### src/rtl/sid_filter_sched.sv
// sid_filter_sched: multi-cycle SID state-variable filter update sequenced over one shared multiplier
module sid_filter_sched #(
  parameter int FC_OFFSET = 64,
  parameter int RES_STEP  = 10,
  parameter int OUT_MAX   = 65535
) (
  input  logic        clk,
  input  logic        reset,
  input  logic        sample_en,
  input  logic [11:0] v_0,
  input  logic [11:0] v_1,
  input  logic [11:0] v_2,
  input  logic [10:0] reg_fc,
  input  logic [3:0]  reg_res,
  input  logic [2:0]  reg_en,
  input  logic        reg_off3,
  input  logic        reg_hp,
  input  logic        reg_bp,
  input  logic        reg_lp,
  input  logic [3:0]  reg_vol,
  output logic        mul_req,
  input  logic        mul_gnt,
  output logic [31:0] mul_a,
  output logic [15:0] mul_b,
  input  logic [47:0] mul_p,
  output logic [15:0] audio_out,
  output logic        busy,
  output logic        done,
  output logic        overrun
);
  localparam logic [3:0] S_IDLE  = 4'd0;
  localparam logic [3:0] S_MIX   = 4'd1;
  localparam logic [3:0] S_RES_I = 4'd2;
  localparam logic [3:0] S_RES_C = 4'd3;
  localparam logic [3:0] S_HP_I  = 4'd4;
  localparam logic [3:0] S_HP_C  = 4'd5;
  localparam logic [3:0] S_LP_I  = 4'd6;
  localparam logic [3:0] S_LP_C  = 4'd7;
  localparam logic [3:0] S_VOL_I = 4'd8;
  localparam logic [3:0] S_VOL_C = 4'd9;
  localparam logic [3:0] S_DONE  = 4'd10;

  logic [3:0]  state_q, state_d;
  logic [11:0] v0_q, v0_d, v1_q, v1_d, v2_q, v2_d;
  logic [10:0] fc_q, fc_d;
  logic [3:0]  res_q, res_d, vol_q, vol_d;
  logic [2:0]  en_q, en_d;
  logic        off3_q, off3_d, hp_q, hp_d, bp_q, bp_d, lp_q, lp_d;
  logic [31:0] low_q, low_d, band_q, band_d, high_q, high_d;
  logic [31:0] filt_q, filt_d, hn_q, hn_d, bn_q, bn_d;
  logic [15:0] osum_q, osum_d, pv_q, pv_d, audio_q, audio_d;
  logic        done_q, done_d, overrun_q, overrun_d;

  logic [13:0]        filt_sum, dir_sum;
  logic signed [35:0] out_sum;
  logic [15:0]        osum_clamp, fc_val, res_val;
  logic               granted, unused_bits;

  // Mix of the snapshot voices against the pre-update filter state, plus coefficients
  always_comb begin
    filt_sum = (en_q[0] ? {2'd0, v0_q} : 14'd0) + (en_q[1] ? {2'd0, v1_q} : 14'd0)
             + (en_q[2] ? {2'd0, v2_q} : 14'd0);
    dir_sum = (!en_q[0] ? {2'd0, v0_q} : 14'd0) + (!en_q[1] ? {2'd0, v1_q} : 14'd0)
            + (!en_q[2] && !off3_q ? {2'd0, v2_q} : 14'd0);
    out_sum = $signed({22'd0, dir_sum})
            + (lp_q ? 36'($signed(low_q)) : 36'sd0)
            + (bp_q ? 36'($signed(band_q)) : 36'sd0)
            + (hp_q ? 36'($signed(high_q)) : 36'sd0);
    osum_clamp = out_sum < 36'sd0 ? 16'd0 : out_sum > 36'(OUT_MAX) ? 16'(OUT_MAX) : out_sum[15:0];
    fc_val = 16'(fc_q) + 16'(FC_OFFSET);
    res_val = 16'd256 - 16'(res_q) * 16'(RES_STEP);
  end

  // Multiplier request and operands are driven only in the issue states, zero otherwise
  always_comb begin
    mul_req = state_q == S_RES_I || state_q == S_HP_I || state_q == S_LP_I || state_q == S_VOL_I;
    mul_a = state_q == S_RES_I ? band_q :
            state_q == S_HP_I  ? hn_q :
            state_q == S_LP_I  ? bn_q :
            state_q == S_VOL_I ? {16'd0, osum_q} : 32'd0;
    mul_b = state_q == S_RES_I ? res_val :
            (state_q == S_HP_I || state_q == S_LP_I) ? fc_val :
            state_q == S_VOL_I ? {12'd0, vol_q} : 16'd0;
    granted = mul_req && mul_gnt;
    busy = state_q != S_IDLE;
    done = done_q;
    overrun = overrun_q;
    audio_out = audio_q;
    unused_bits = ^mul_p[1:0];
  end

  // Sequencer: snapshot, mix, then RES/HP/LP/VOL as issue+capture pairs, then publish
  always_comb begin
    state_d = state_q;
    v0_d = v0_q;
    v1_d = v1_q;
    v2_d = v2_q;
    fc_d = fc_q;
    res_d = res_q;
    vol_d = vol_q;
    en_d = en_q;
    off3_d = off3_q;
    hp_d = hp_q;
    bp_d = bp_q;
    lp_d = lp_q;
    low_d = low_q;
    band_d = band_q;
    high_d = high_q;
    filt_d = filt_q;
    hn_d = hn_q;
    bn_d = bn_q;
    osum_d = osum_q;
    pv_d = pv_q;
    audio_d = audio_q;
    done_d = 1'b0;
    overrun_d = sample_en && busy;
    case (state_q)
      S_IDLE: if (sample_en) begin
        v0_d = v_0;
        v1_d = v_1;
        v2_d = v_2;
        fc_d = reg_fc;
        res_d = reg_res;
        vol_d = reg_vol;
        en_d = reg_en;
        off3_d = reg_off3;
        hp_d = reg_hp;
        bp_d = reg_bp;
        lp_d = reg_lp;
        state_d = S_MIX;
      end
      S_MIX: begin
        filt_d = {18'd0, filt_sum};
        osum_d = osum_clamp;
        state_d = S_RES_I;
      end
      S_RES_I: state_d = granted ? S_RES_C : S_RES_I;
      S_RES_C: begin
        hn_d = filt_q - low_q - mul_p[39:8];
        state_d = S_HP_I;
      end
      S_HP_I: state_d = granted ? S_HP_C : S_HP_I;
      S_HP_C: begin
        bn_d = band_q + mul_p[47:16];
        state_d = S_LP_I;
      end
      S_LP_I: state_d = granted ? S_LP_C : S_LP_I;
      S_LP_C: begin
        high_d = hn_q;
        band_d = bn_q;
        low_d = low_q + mul_p[47:16];
        state_d = S_VOL_I;
      end
      S_VOL_I: state_d = granted ? S_VOL_C : S_VOL_I;
      S_VOL_C: begin
        pv_d = mul_p[17:2];
        state_d = S_DONE;
      end
      S_DONE: begin
        audio_d = pv_q;
        done_d = 1'b1;
        state_d = S_IDLE;
      end
      default: state_d = S_IDLE;
    endcase
  end

  // State registers; reset aborts any update in flight and clears the filter state
  always_ff @(posedge clk) begin
    if (reset) begin
      state_q <= S_IDLE;
      v0_q <= '0;
      v1_q <= '0;
      v2_q <= '0;
      fc_q <= '0;
      res_q <= '0;
      vol_q <= '0;
      en_q <= '0;
      off3_q <= 1'b0;
      hp_q <= 1'b0;
      bp_q <= 1'b0;
      lp_q <= 1'b0;
      low_q <= '0;
      band_q <= '0;
      high_q <= '0;
      filt_q <= '0;
      hn_q <= '0;
      bn_q <= '0;
      osum_q <= '0;
      pv_q <= '0;
      audio_q <= '0;
      done_q <= 1'b0;
      overrun_q <= 1'b0;
    end else begin
      state_q <= state_d;
      v0_q <= v0_d;
      v1_q <= v1_d;
      v2_q <= v2_d;
      fc_q <= fc_d;
      res_q <= res_d;
      vol_q <= vol_d;
      en_q <= en_d;
      off3_q <= off3_d;
      hp_q <= hp_d;
      bp_q <= bp_d;
      lp_q <= lp_d;
      low_q <= low_d;
      band_q <= band_d;
      high_q <= high_d;
      filt_q <= filt_d;
      hn_q <= hn_d;
      bn_q <= bn_d;
      osum_q <= osum_d;
      pv_q <= pv_d;
      audio_q <= audio_d;
      done_q <= done_d;
      overrun_q <= overrun_d;
    end
  end
endmodule
### config.mk
export PLATFORM = sky130hd
export DESIGN_NAME = sid_filter_sched
export DESIGN_NICKNAME = d
export VERILOG_FILES = /design/src/rtl/sid_filter_sched.sv
export SDC_FILE = /design/constraint.sdc
export NUM_CORES = 1
export LEC_CHECK = 0
export BUFFER_PORTS_ARGS = -buffer_cell sky130_fd_sc_hd__buf_2
export CAP_MARGIN = 5
export CORE_ASPECT_RATIO = 2
export CORE_MARGIN = 2
export CORE_UTILIZATION = 35
export CTS_BUF_LIST = sky130_fd_sc_hd__clkbuf_8 sky130_fd_sc_hd__clkbuf_16
export DETAILED_ROUTE_END_ITERATION = 10
export PLACE_DENSITY = 0.59
export SLEW_MARGIN = 20
export SYNTH_ARGS = -nofsm -noshare
export SYNTH_HDL_FRONTEND = slang
export SYNTH_SLANG_ARGS = --single-unit
### constraint.sdc
create_clock -name clk -period 14.5 [get_ports clk]
set_input_delay 1.45 -clock clk [delete_from_list [all_inputs] [get_ports clk]]
set_output_delay 1.45 -clock clk [all_outputs]
set_load 0.05 [all_outputs]
# Word-level counts from Yosys, hierarchy flattened
# Index checks and enable logic that the tools add are counted.
[word_totals]
out_inout_bits = 68
reg_bits = 290
wordCells = 87
inputBits = 114
[op_classes]
n_mux = 25
multipliers = 1
add_sub_neg = 13
eq_ne = 11
magnitude_cmp = 2
n_reduce_logical = 12
[ops]
columns = ["operator", "n"]
rows = [
  ["2-to-1 mux 36 bit", 3],
  ["2-to-1 mux 32 bit", 3],
  ["2-to-1 mux 12 bit", 7],
  ["adder 36 bit", 2],
  ["adder 32 bit", 2],
  ["2-to-1 mux 16 bit", 4],
  ["case mux 4 bit (10 select lines)", 1],
  ["adder 15 x 36 -> 36 bit", 1],
  ["greater-than comparator 36 x 17 -> 1 bit, second input constant", 1],
  ["less-than comparator 36 x 1 -> 1 bit, second input constant", 1],
  ["subtractor 14 x 32 -> 32 bit", 1],
  ["subtractor 32 bit", 1],
  ["adder 13 x 12 -> 14 bit", 2],
  ["adder 12 x 12 -> 13 bit", 2],
  ["equality test 4 x 3 -> 1 bit, second input constant", 4],
  ["adder 11 x 7 -> 12 bit, second input constant", 1],
  ["equality test 4 bit, second input constant", 3],
  ["subtractor 9 x 8 -> 10 bit, first input constant", 1],
  ["equality test 4 x 2 -> 1 bit, second input constant", 2],
  ["2-to-1 mux 4 bit", 2],
  ["multiplier 4 x 3 -> 7 bit, second input constant", 1],
  ["2-to-1 mux 1 bit", 5],
  ["equality test 4 x 1 -> 1 bit, second input constant", 1],
  ["logical NOT 4 bit", 1],
  ["6 further kinds", 12],
]

# Longest topological paths before layout
[logic_depth]
ltp_word = 10
ltp_mapped = 32
mapped_depth_nobuf = 30

# Least setup slack after synthesis
# Ideal clock, no wire load.
[synth_path]
path_type = "register to register"
start = "register en_q[2]"
end = "register osum_q[14]"
path_buffers = 2
required_time_ps = 14364
setup_time_ps = 136
stages_incl_launch_ff = 31
arrival_ps = 6573
period_less_slack_ps = 6709
slack_ps = 7791
path_cell_list = "dfxtp_1 -> nor2_1 -> clkbuf_1 -> nand2_1 -> fa_1 -> inv_1 -> ha_1 -> a21o_1 -> a21oi_1 -> o21ai_0 -> a21oi_1 -> nand2b_1 -> a21boi_0 -> o31a_1 -> o41ai_1 -> xor2_1 -> fa_1 -> inv_1 -> fa_1 -> inv_1 -> ha_1 -> nand2_1 -> o21ai_1 -> a21oi_1 -> o31ai_1 -> nor2_2 -> o311ai_2 -> xor2_1 -> a2111oi_4 -> buf_4 -> a32oi_1"
[synth_via]
elab_chain_cells = 10
word_cells_on_any_way = 11
cone_classes = "4 x add/sub; 2 x order compare; 3 x mux; 2 x reduce/logical"
[synth_rtl]
columns = ["element", "line_no", "rtl"]
rows = [
  ["start: declaration", "47", "logic [2:0] en_q, en_d;"],
  ["start signal: assignment", "202", "en_q <= en_d;"],
  ["logical NOT 1 bit (*)", "64", "+ (!en_q[2] && !off3_q ? {2'd0, v2_q} : 14'd0);"],
  ["logical AND 1 bit (*)", "64", ""],
  ["2-to-1 mux 12 bit (*)", "64", ""],
  ["adder 13 x 12 -> 14 bit (*)", "64", ""],
  ["adder 15 x 36 -> 36 bit (*)", "66", "+ (lp_q ? 36'($signed(low_q)) : 36'sd0)"],
  ["adder 36 bit (*)", "67", "+ (bp_q ? 36'($signed(band_q)) : 36'sd0)"],
  ["adder 36 bit (*)", "68", "+ (hp_q ? 36'($signed(high_q)) : 36'sd0);"],
  ["greater-than comparator 36 x 17 -> 1 bit", "69", "osum_clamp = out_sum < 36'sd0 ? 16'd0 : out_sum > 36'(OUT_MAX) ? 16'(OUT_MAX) : out_sum[15:0];"],
  ["2-to-1 mux 16 bit", "69", ""],
  ["2-to-1 mux 16 bit (*)", "69", ""],
  ["end signal: assignment", "213", "osum_q <= osum_d;"],
  ["end: declaration", "51", "logic [15:0] osum_q, osum_d, pv_q, pv_d, audio_q, audio_d;"],
]
# Every way passes the cells marked *; elsewhere a longest branch is shown, timed or not.
# A chain may end at the register's enable or synchronous reset.

# Worst setup path in the final report
[layout_path]
start = "register en_q[1]"
end = "register osum_q[5]"
[layout_via]
elab_chain_cells = 9
word_cells_on_any_way = 10
cone_classes = "5 x add/sub; 2 x order compare; 3 x mux"
[layout_rtl]
columns = ["element", "line_no", "rtl"]
rows = [
  ["2-to-1 mux 12 bit (*)", "63", "dir_sum = (!en_q[0] ? {2'd0, v0_q} : 14'd0) + (!en_q[1] ? {2'd0, v1_q} : 14'd0)"],
  ["adder 12 x 12 -> 13 bit (*)", "63", ""],
  ["adder 13 x 12 -> 14 bit (*)", "64", ""],
  ["adder 15 x 36 -> 36 bit (*)", "66", ""],
  ["adder 36 bit (*)", "67", ""],
  ["adder 36 bit (*)", "68", ""],
  ["greater-than comparator 36 x 17 -> 1 bit", "69", ""],
  ["2-to-1 mux 16 bit", "69", ""],
  ["2-to-1 mux 16 bit (*)", "69", ""],
]
# Marked as above.

==> results_dict.tcl <==
set metrics [dict create \
    clk_path_buf_depth 3 \
    core.rowCount 130 \
    areaGrowthSynthToFinish_pct 11.7 \
    crit_fanout 25 \
    timing_worst_slew_pin_value_ps 1140 \
    timing.final.max_slew_violations 0 \
    die_height_um 360 \
    net-switching-power_uw 766 \
    critPathArrivalTime_ps 8830 \
    first_global_vias 21200 \
    clkTransAtPathRegs_ps 70 \
    synth-seq-cells 290 \
    final_wirelength_um 79400 \
    unrepaired_setup_endpoints_after_global_routing "false" \
    initial_utilization_pct 35.4 \
    numPortBuffers 175 \
    ys_seq_area_share_pct 26.1 \
    htreeDepth 1 \
    post_synthesis_cell_area_um2 22200 \
    overall_power_after_layout_mw 2.26 \
    overflow_after_grt 0 \
    grt_start_max_net_pins 65 \
    initial_antenna_violation_count 1 \
    placeableCoreArea_um2 62800 \
    ys_async_sr_fraction_pct 0 \
    fin_setup_tns_ps 0 \
    clock_skew_ps 35.1 \
    hold_viol 0 \
    synthFlopType "dfxtp_1" \
    status "complete, no violations" \
    power.density_cell_area_nw_per_um2 91.1 \
    ys_top_cells_by_count "nand2_1 (630), a21oi_1 (347), dfxtp_1 (290)" \
    synth_cells 2924 \
    critical_path_rt_ps 14940 \
    tritoncts "yes" \
    cts_buffers 30 \
    critPathLaunchType "flop" \
    clock_tree.root_cell "clkbuf_16" \
    dr_total_vias 20900 \
    syn_area_per_cell_um2 7.60 \
    ioPinCount 182 \
    timing.slew.headroom_pct 24.0 \
    peak_ir_drop_on_the_vdd_network_uv 109 \
    max_cap_viol_count 0 \
    die-area_um2 65600 \
    power.leakage_nw 10.8 \
    synth_warn 0 \
    swShare_pct 33.9 \
    route.detailed.wl_per_inst_um 20.7 \
    power.share.sequential_pct 38.5 \
    antenna_cells_inserted 0 \
    drt-initial-drc-count 1200 \
    clockPowerShare_pct 38.0 \
    num-nets-final 3413 \
    synth-edff-count 0 \
    post_drt_via_cell_ratio 5.46 \
    hp-class "flop to flop" \
    internal_power_mw 1.49 \
    critical-path-top-delay-family "compound AO/OA/AOI/OAI gates" \
    final_min_period_over_clock_period_pct 57.9 \
    synth_cell_types 92 \
    dr.pass1.iters 6 \
    synth.area.top_cells "dfxtp_1 (26%), ha_1 (11%), nand2_1 (11%)" \
    grtUsageTotal_pct 24.1 \
    hpwl_um 62600 \
    layout_setup_ws_ps 6110 \
    ctsHoldBuffers 0 \
    antenna_violating_nets_post_route 0 \
    route.detailed.drc 0 \
    cts_repair_resize_count 0 \
    final.hold.worst_slack_ps 448 \
    cp_slowest_stage_delay_ps 840 \
    yosys.cell_count.top_type "nand2_1" \
    final_core_util_pct 39.5 \
    clock.fmax_ghz 0.119 \
    period_minus_slack_ps 8390 \
    comb_power_share_pct 23.5 \
    die_x_um 182 \
    synth_top_area_share_pct 26.1 \
    synth_top_area_cell "dfxtp_1" \
    post-cts-setup-buffers 0 \
    end_kind "flop" \
    setup_viol 0 \
    detailedPlace.worstSlack_ps 6110 \
    crit_slowest_cell "dfxtp_1" \
    worstSetupPathType "flop to flop" \
    clock_sink_count 290 \
    first_pass_grt_wire_length_um 121000 \
    clock_insertion_delay_worst_skew_ps 640 \
    cp_num_buf_inv 3 \
    layout_cell_share_with_drive_strength_beyond_1_pct 9.54 \
    globalplace.congestion 0.930 \
]
-- final timing paths --
| check | start | to | slack (ps) | cells after the start |
|---|---|---|---|---|
| worst max-delay path | en_q[1] | osum_q[5] | 6110 | 28 |
| worst min-delay path | pv_q[1] | audio_out[1] | 450 | 2 |
| worst max register to register | en_q[1] | osum_q[5] | 6110 | 28 |
| worst min register to register | pv_q[1] | audio_out[1] | 450 | 2 |
-- through the flow --
step / area (µm²) / instances
floorplan: 22200 / 2927
global placement: 23700 / 3777
detailed placement: 23700 / 3777
CTS: 24800 / 3832
global route: 24800 / 3832
finish: 24800 / 3832
-- power by group through the flow --
stage / Sequential [mW] / Clock, mW / Combinational, mW
after floorplan: 0.865 / 0 / 0.382
after detailed placement: 0.888 / 0 / 0.529
final: 0.871 / 0.859 / 0.530
after CTS: 0.870 / 0.877 / 0.532
after global placement: 0.888 / 0 / 0.527
after global routing: 0.874 / 0.910 / 0.591
-- metal layers --
| layer | up-vias | part of all wire (%) | wire length [µm] | global-route usage [%] |
|---|---|---|---|---|
| met2 | 593 | 51 | 40700 | 44.9 |
| met4 | 0 | 11 | 9010 | 23.0 |
| met5 | - | 0 | 0 | 0 |
| li1 | 10200 | - | - | - |
| met3 | 236 | 3.8 | 3000 | 2.47 |
| met1 | 9857 | 34 | 26700 | 22.6 |
-- flip-flops by register name, indices dropped and copies added (netlist names), 14 cells and up --
register / cells
filt_q: 14
bn_q: 32
hn_q: 32
band_q: 32
low_q: 32
pv_q: 16
osum_q: 16
high_q: 32
audio_out: 16
-- kinds of logic (layout without fill, tap and decap cells) --
kind of cell | Yosys count | after routing | share of synthesized area, %
other cells | 1 | 4 | 0.0169
compound gates | 792 | 792 | 22.5
xor+xnor | 99 | 99 | 3.90
buf+inv | 390 | 503 | 6.91
simple gates | 1063 | 1063 | 21.3
fa+ha+maj | 282 | 282 | 18.9
mux | 7 | 7 | 0.321
flops | 290 | 290 | 26.1
-- worst min-delay path, delay by kind of cell, from the launching register on --
| family | cells | cell delay, ps |
|---|---|---|
| compound gates | 1 | 50 |
| simple gates | 1 | 50 |
| flops | 1 | 310 |
-- layout make-up --
type / count / area (µm²)
clock buffer: 32 / 778
tap: 792 / 991
fill: 6709 / 38000
inverter: 248 / 931
timing repair buffer: 200 / 1070
multi-input combinational: 2247 / 14900
sequential: 290 / 5810
clock inverter: 23 / 297
-- cells in the final DEF, fill, tap and decap left out, types with 19 or more instances in the layout --
cell / Yosys / final
a211oi_1: 39 / 39
a21o_1: 59 / 59
a21oi_1: 347 / 347
a22oi_1: 34 / 34
a31oi_1: 23 / 23
and2_1: 51 / 51
buf_2: 3 / 174
buf_4: 8 / 25
clkbuf_16: 0 / 30
dfxtp_1: 290 / 290
fa_1: 89 / 89
ha_1: 193 / 193
inv_1: 248 / 249
nand2_1: 630 / 629
nand2b_1: 37 / 37
nand3_1: 57 / 55
nand4_1: 19 / 19
nor2_1: 121 / 117
nor2b_1: 24 / 24
nor3_1: 41 / 39
o21a_1: 28 / 28
o21ai_0: 103 / 103
or3_1: 20 / 20
xnor2_1: 67 / 67
xor2_1: 32 / 32
No activity file was read; power rests on OpenSTA's default activity.
